File: config.mk
export PLATFORM = sky130hd
export DESIGN_NAME = veririsc_mem_responder
export DESIGN_NICKNAME = d
export VERILOG_FILES = /design/src/rtl/veririsc_mem_responder.sv
export SDC_FILE = /design/constraint.sdc
export NUM_CORES = 1
export LEC_CHECK = 0
export CAP_MARGIN = 20
export CORE_ASPECT_RATIO = 0.5
export CORE_MARGIN = 3
export CORE_UTILIZATION = 50
export CTS_CLUSTER_DIAMETER = 50
export CTS_CLUSTER_SIZE = 28
export DETAILED_ROUTE_END_ITERATION = 8
export PLACE_DENSITY = 0.67
export SLEW_MARGIN = 20
export SYNTH_ARGS = -nofsm -noshare
export SYNTH_HDL_FRONTEND = slang
export SYNTH_SLANG_ARGS = --single-unit
File: constraint.sdc
create_clock -name clk -period 2.9 [get_ports clk]
set_input_delay 0.58 -clock clk [delete_from_list [all_inputs] [get_ports clk]]
set_output_delay 0.58 -clock clk [all_outputs]
set_load 0.005 [all_outputs]
File: src/rtl/veririsc_mem_responder.sv
// veririsc_mem_responder: word memory that answers the VeriRISC controller's rd/wr strobes.
// Read data is registered, so data_out/data_oe follow rd by one cycle.
// A write fires once per rising edge of wr. pl_en lets a loader preload words.
// An optional reset-time clear (init_zero) holds busy for depth cycles.
// Ports:
//   clk, rst                       clock and synchronous active-high reset
//   addr, rd, wr                   controller address and strobes
//   data_e, data_in                accumulator drive enable and write data
//   data_out, data_oe              registered read data and bus drive enable
//   pl_en, pl_addr, pl_data        preload write port
//   busy                           reset-time clear in progress
//   err                            sticky protocol error
module veririsc_mem_responder #(
   parameter int addr_width = 5,
   parameter int data_width = 8,
   parameter bit init_zero  = 1'b0
) (
   input  logic                  clk,
   input  logic                  rst,
   input  logic [addr_width-1:0] addr,
   input  logic                  rd,
   input  logic                  wr,
   input  logic                  data_e,
   input  logic [data_width-1:0] data_in,
   output logic [data_width-1:0] data_out,
   output logic                  data_oe,
   input  logic                  pl_en,
   input  logic [addr_width-1:0] pl_addr,
   input  logic [data_width-1:0] pl_data,
   output logic                  busy,
   output logic                  err
);

   localparam int depth = 2 ** addr_width;

   typedef enum logic {
      ST_IDLE  = 1'b0,
      ST_CLEAR = 1'b1
   } state_t;

   state_t                state_q;
   logic [addr_width-1:0] clr_cnt_q;
   logic                  wr_q;
   logic [data_width-1:0] data_out_q;
   logic                  data_oe_q;
   logic                  busy_q;
   logic                  err_q;

   logic [data_width-1:0] mem [depth];

   // Controller write happens only on the rising edge of wr.
   logic                  wr_fire;
   assign wr_fire = wr & ~wr_q;

   // Single write port shared by clear, preload and controller writes.
   // Preload outranks the controller; nothing is written while rst is high
   // so that a reset without init_zero leaves the array untouched.
   logic                  mem_we;
   logic [addr_width-1:0] mem_waddr;
   logic [data_width-1:0] mem_wdata;

   always_comb begin
      mem_we    = 1'b0;
      mem_waddr = addr;
      mem_wdata = data_in;
      if (!rst) begin
         if (state_q == ST_CLEAR) begin
            mem_we    = 1'b1;
            mem_waddr = clr_cnt_q;
            mem_wdata = '0;
         end else if (pl_en) begin
            mem_we    = 1'b1;
            mem_waddr = pl_addr;
            mem_wdata = pl_data;
         end else if (wr_fire) begin
            mem_we    = 1'b1;
            mem_waddr = addr;
            mem_wdata = data_in;
         end
      end
   end

   always_ff @(posedge clk) begin
      if (mem_we) begin
         mem[mem_waddr] <= mem_wdata;
      end
   end

   always_ff @(posedge clk) begin
      if (rst) begin
         data_out_q <= '0;
         data_oe_q  <= 1'b0;
         err_q      <= 1'b0;
         wr_q       <= 1'b0;
         clr_cnt_q  <= '0;
         if (init_zero) begin
            state_q <= ST_CLEAR;
            busy_q  <= 1'b1;
         end else begin
            state_q <= ST_IDLE;
            busy_q  <= 1'b0;
         end
      end else begin
         wr_q <= wr;
         case (state_q)
            ST_CLEAR: begin
               data_oe_q <= 1'b0;
               clr_cnt_q <= clr_cnt_q + 1'b1;
               // Last word of the array has just been cleared.
               if (&clr_cnt_q) begin
                  state_q <= ST_IDLE;
                  busy_q  <= 1'b0;
               end
            end
            default: begin
               // Error cases for a firing write: no accumulator drive,
               // collision with a read, or dropped in favour of a preload.
               if (wr_fire && (!data_e || rd || pl_en)) begin
                  err_q <= 1'b1;
               end
               // Reads colliding with a write are suppressed; data_out holds.
               // A same-cycle preload does not block the read, which sees the
               // pre-write contents.
               if (rd && !wr_fire) begin
                  data_out_q <= mem[addr];
                  data_oe_q  <= 1'b1;
               end else begin
                  data_oe_q  <= 1'b0;
               end
            end
         endcase
      end
   end

   assign data_out = data_out_q;
   assign data_oe  = data_oe_q;
   assign busy     = busy_q;
   assign err      = err_q;

endmodule
==> results.py, run 1 <==
metrics = {
    "outcome": {
        "status": "finished, final reports clean",
    },
    "yosys": {
        "syn_area_um2": 11200,
        "synth.area.mux_share_pct": 11.7,
        "ys.flop_type": "edfxtp_1",
        "synth_warnings": 0,
        "synth-xor-area-share_pct": 0.235,
        "synth_edf_count": 256,
        "synth_top_family_by_area": "multiplexers",
        "ys_seq_elements": 273,
        "synth_compound_area_share_pct": 8.94,
        "syn_area_per_cell_um2": 16.1,
        "synthArstFlopShare_pct": 0,
        "seq_area_frac_synth_pct": 71.9,
        "synth_top_area_share_pct": 68.9,
        "synthTopCellsByArea": "edfxtp_1, mux2i_1, a22oi_1, dfxtp_1, a21oi_1",
        "synth-simple-area-share_pct": 3.93,
        "netlist_instances": 694,
        "synth_top_area_cell": "edfxtp_1",
        "syn_nets": 728,
        "synthAdderAreaFrac_pct": 0.224,
        "synthDistinctLibCells": 39,
    },
    "clock_tree": {
        "clockRootBuffer": "clkbuf_16",
        "cts_resized": 0,
        "cts_tree": "done",
        "clk_latency_ns": 0.50,
        "post-cts-setup-buffers": 0,
        "cts_num_sinks": 273,
        "cts_inserted_buffers": 16,
        "cts_hold_buf": 0,
        "clockBufferDepth": 3,
        "clkTransAtPathRegs_ns": 0.10,
        "cts_max_level": 1,
    },
    "timing": {
        "hold_ws_ns": 0.495,
        "fmax_ghz": 0.410,
        "slew_violations": 0,
        "rsz0062_at_grt": "false",
        "relSlewSlack_pct": 57.5,
        "timing.final.crit_share_pct": 84.0,
        "finalHoldViolCount": 0,
        "fin_crit_ns": 2.44,
        "worst_clock_skew_ns": 0.0169,
        "setup_violations": 0,
        "tightest_slew_ns": 0.637,
    },
    "finish": {
        "layout_common_cells": "edfxtp_1, mux2i_1, a22oi_1",
        "layout_commonest_cell": "edfxtp_1",
        "drive_above_1_share_pct": 14.7,
        "n_antenna_cell": 0,
        "postLayoutCoreUtil_pct": 60.6,
        "syn2layout_area_growth_pct": 15.2,
        "final_nets": 815,
        "multi_input_area_um2": 2830,
        "ff_latch_area_um2": 8030,
        "n_fill_cell": 1627,
    },
    "floorplanning": {
        "boundaryPins": 43,
        "dieArea_um2": 24300,
        "dieWidth_um": 217,
        "die_h_um": 112,
        "core_area_um2": 21200,
        "num_rows": 37,
        "start_util_pct": 52.7,
    },
    "critical_path": {
        "endpoint_kind": "register",
        "start_kind": "input port",
        "reg2reg_setup_slack_ns": 0.58,
        "worstPathArrival_ns": 2.65,
        "critPathRequiredTime_ns": 3.11,
        "worstPathMaxFanout": 7,
        "crit_type": "in -> reg",
    },
    "route": {
        "drtIter0Drc": 688,
        "wirelength_um": 25000,
        "ant_nets": 0,
        "vias": 6322,
        "first_pass_iters": 5,
        "wl_per_cell_um": 23.1,
        "drc": 0,
        "viasPerCell": 5.84,
    },
    "grt": {
        "grt_max_degree": 33,
        "grt_pass1_wl_um": 38200,
        "grtUsageTotal_pct": 20.8,
        "overflow": 0,
        "antenna_found_initial": 0,
        "grt_pass1_vias": 6395,
    },
    "min_path": {
        "hp-class": "reg -> reg",
    },
    "job": {
        "drv_cap": 0,
    },
    "power": {
        "vdd.ir_drop.worst_mv": 0.296,
        "power_density_nw_per_um2": 584,
        "power_leakage_nw": 4.55,
        "power_mw": 7.51,
    },
    "placed_design": {
        "place_hpwl_um": 16200,
        "io_buffers": 41,
        "gp_congestion": 0.809,
    },
}
[cell usage after synthesis (2+ instances only)]
| master | instances |
|---|---|
| and3_1 | 2 |
| nand2b_1 | 8 |
| buf_2 | 3 |
| a221oi_1 | 3 |
| mux2i_1 | 130 |
| edfxtp_1 | 256 |
| ha_1 | 2 |
| o41ai_1 | 8 |
| buf_8 | 2 |
| buf_12 | 4 |
| buf_6 | 7 |
| o21ai_0 | 8 |
| a22o_1 | 2 |
| a221o_1 | 3 |
| buf_1 | 5 |
| a22oi_1 | 70 |
| nand3b_1 | 4 |
| nor2_1 | 41 |
| inv_1 | 2 |
| buf_4 | 3 |
| or2_2 | 2 |
| o211a_1 | 8 |
| nand3_1 | 8 |
| nand2_1 | 12 |
| nor2b_1 | 8 |
| clkbuf_1 | 23 |
| and2_1 | 3 |
| xor2_1 | 2 |
| a21oi_1 | 39 |
| dfxtp_1 | 17 |
[worst max-delay path, cell delays in order]
cell	delay, ns
clkdlybuf4s50_1	0.58
nor2b_1	0.10
buf_4	0.16
a221oi_1	0.56
nand3_1	0.26
nor2_1	0.21
buf_4	0.19
[report_power, final]
part	switching, mW	internal [mW]	total, mW
sequential	0.0131	4.39	4.40
combinational	0.387	0.245	0.632
clock	1.34	1.14	2.48
total	1.74	5.78	7.51
[layout make-up]
class / count / share of cell area (%)
Tap cell: 292 / 2.84
Multi-Input combinational cell: 371 / 22.0
Sequential cell: 273 / 62.4
Inverter: 3 / 0.0876
Clock buffer: 18 / 3.34
Clock inverter: 10 / 0.817
Timing Repair Buffer: 116 / 8.46
[metrics by stage]
stage	worst slack [ns]	cell area, µm²	std cells	TNS, ns
2_1_floorplan	0.217	11200	694	0
3_3_place_gp	0.00384	12300	1055	0
3_5_place_dp	-0.0149	12300	1055	-0.221
4_1_cts	0.518	12900	1083	0
5_1_grt	0.345	12900	1083	0
6_report	0.463	12900	1083	0
[routing by layer]
metal	global-route usage (%)	routed length [µm]	vias up
li1	-	-	2901
met2	32.7	11500	224
met3	4.61	2090	28
met4	3.60	292	0
met5	0	0	-
met1	30.5	11200	3169
[final timing paths]
| path | startpoint | endpoint | depth (start not counted) |
|---|---|---|---|
| worst max-delay path | rst | mem[13][4] | 7 |
| worst min-delay path | err | err | 2 |
| worst max register to register | state_q | mem[13][4] | 7 |
| worst min register to register | err | err | 2 |
[cells by family after synthesis]
group,after synthesis
AO/OA/AOI/OAI,143
XOR/XNOR,3
adder cells (fa/ha/maj),2
buffers and inverters,50
flip-flops,273
multiplexers,130
other,1
AND/OR/NAND/NOR,92
[sequential cells by signal, indices dropped and copies added (netlist names)]
| signal | cells |
|---|---|
| clr_cnt_q | 5 |
| data_oe | 1 |
| data_out | 8 |
| err | 1 |
| mem | 256 |
| state_q | 1 |
| wr_q | 1 |
No activity file was read; power rests on OpenSTA's default activity.
==> inputs of run 2 (changes only) <==
- clock period: 2.9 -> 2.5 ns (I/O delays scaled with it)
==> run 2 against run 1 <==
  * Worst hold slack better by 0.016 ns
  * Non-clock buffer count up 32
  * Combinational power up 24%
  * Worst setup slack got worse by 0.20 ns
  * Sequential cell count did not move
  * Sequential share of layout area is 0.86 points lower
  * Cell count up 2.7%
  * Clock power up 7%
  * Total power increased by 14%
  * Global-route usage increased by 0.38 points
==> results.py, run 2 (same netlist as run 1, synthesis figures left out) <==
metrics = {
    "route": {
        "vias": 6553,
        "routed.top_layer": "met4",
        "drc": 0,
        "ant_nets": 0,
        "first_pass_iters": 5,
        "drtIter0Drc": 807,
        "wl_met3_um": 2250,
        "viasPerCell": 5.89,
        "wl_per_cell_um": 23.2,
        "met1_length_um": 11400,
        "met2WireLength_um": 11700,
        "wirelength_um": 25800,
    },
    "clock_tree": {
        "clkTransAtPathRegs_ns": 0.10,
        "clockBufferDepth": 3,
        "post-cts-setup-buffers": 0,
        "cts_hold_buf": 0,
        "clk_latency_ns": 0.49,
        "cts_max_level": 1,
        "cts_num_sinks": 273,
        "cts_resized": 0,
        "cts_tree": "done",
        "cts_inserted_buffers": 15,
        "clockRootBuffer": "clkbuf_16",
    },
    "finish": {
        "largest-register": "mem",
        "layout_commonest_cell": "edfxtp_1",
        "drive_above_1_share_pct": 17.4,
        "largest_reg_flops": 256,
        "final_nets": 846,
        "final_area_um2": 13000,
        "n_antenna_cell": 0,
        "layout_common_cells": "edfxtp_1, mux2i_1, buf_4",
        "syn2layout_area_growth_pct": 16.8,
    },
    "power": {
        "switchingPower_mw": 1.96,
        "power_density_nw_per_um2": 656,
        "clkPwrFrac_pct": 31.0,
        "vdd.ir_drop.worst_mv": 0.393,
        "p_comb_share_pct": 9.2,
        "power_leakage_nw": 4.67,
        "power_mw": 8.55,
        "p_int_mw": 6.59,
        "seq_power_share_pct": 59.8,
        "switching_share_pct": 22.9,
    },
    "job": {
        "drv_cap": 0,
    },
    "timing": {
        "slew_violations": 0,
        "fmax_ghz": 0.446,
        "setup_violations": 0,
        "hold_ws_ns": 0.511,
        "timing.final.crit_share_pct": 89.6,
        "setup_tns_ns": 0,
        "rsz0062_at_grt": "false",
        "fin_crit_ns": 2.24,
        "worst_clock_skew_ns": 0.0155,
        "finalHoldViolCount": 0,
        "layout_setup_ws_ns": 0.259,
    },
    "critical_path": {
        "worstPathMaxFanout": 13,
        "worstPathArrival_ns": 2.43,
        "crit_type": "in -> reg",
        "critPathRequiredTime_ns": 2.69,
        "endpoint_kind": "register",
        "start_kind": "input port",
        "reg2reg_setup_slack_ns": 0.49,
    },
    "floorplanning": {
        "die_h_um": 112,
        "start_util_pct": 52.7,
        "boundaryPins": 43,
        "dieArea_um2": 24300,
        "dieWidth_um": 217,
        "core_area_um2": 21200,
        "num_rows": 37,
    },
    "placed_design": {
        "place_hpwl_um": 17200,
        "placed_cell_area_um2": 12600,
        "pre_cts_ws_ns": -0.230,
        "io_buffers": 41,
        "gp_congestion": 0.856,
    },
    "grt": {
        "antenna_found_initial": 0,
        "grt_pass1_wl_um": 38900,
        "grt_pass1_vias": 6434,
        "grtUsageTotal_pct": 21.2,
        "overflow": 0,
        "grt_max_degree": 36,
    },
    "min_path": {
        "hp-class": "reg -> reg",
    },
    "outcome": {
        "status": "finished, final reports clean",
    },
}
run 2: changes by cell type in the layout (fill, tap and decap cells not counted), sizes merged:
cell	previous run	this run
buf	76	108
clkbuf	18	17
clkinv	5	4
inv	7	6
run 2: area by class of cell:
| cell class | count | area (µm²) |
|---|---|---|
| repair buffers | 148 | 1340 |
| fillers | 1620 | 8170 |
| inverters | 3 | 11.3 |
| clock buffers | 17 | 383 |
| flip-flops and latches | 273 | 8030 |
| multi-input cells | 371 | 2830 |
| clock inverters | 8 | 77.6 |
| well taps | 292 | 365 |
run 2: power groups by stage:
stage	sequential [mW]	clock, mW	combinational [mW]
after detailed placement	5.22	0	0.782
final	5.11	2.65	0.786
after CTS	5.11	2.70	0.784
after global routing	5.12	2.84	0.840
after floorplan	5.22	0	0.400
after global placement	5.21	0	0.768
run 2: critical path, stage by stage:
cell and delay, ns:
clkdlybuf4s50_1 0.45, buf_4 0.17, nor2b_1 0.09, buf_4 0.16, a221oi_1 0.26, buf_4 0.18
nand3_1 0.24, nor2_1 0.18, buf_4 0.21
run 2: per-stage QoR:
stage                     utilization, %  std cells
after floorplan                        -        694
after global placement              59.3       1087
after detailed placement            59.3       1087
after CTS                           61.5       1112
after global routing                61.5       1112
final                               61.5       1112
run 2: layer usage:
layer,vias up,GRT usage [%]
li1,2961,-
met1,3281,31.7
met2,277,32.5
met3,34,4.45
met4,0,4.12
met5,-,0
run 2: worst paths after layout:
path,from,to,cells past startpoint
min reg2reg,err,err,2
max reg2reg,state_q,mem[18][6],7
min,err,err,2
max,rst,mem[18][6],9
==> inputs of run 3 (changes only) <==
- CAP_MARGIN: 20 -> unset
==> results of run 3 <==
Final layout, timing and power as in run 2 (identical DEF).
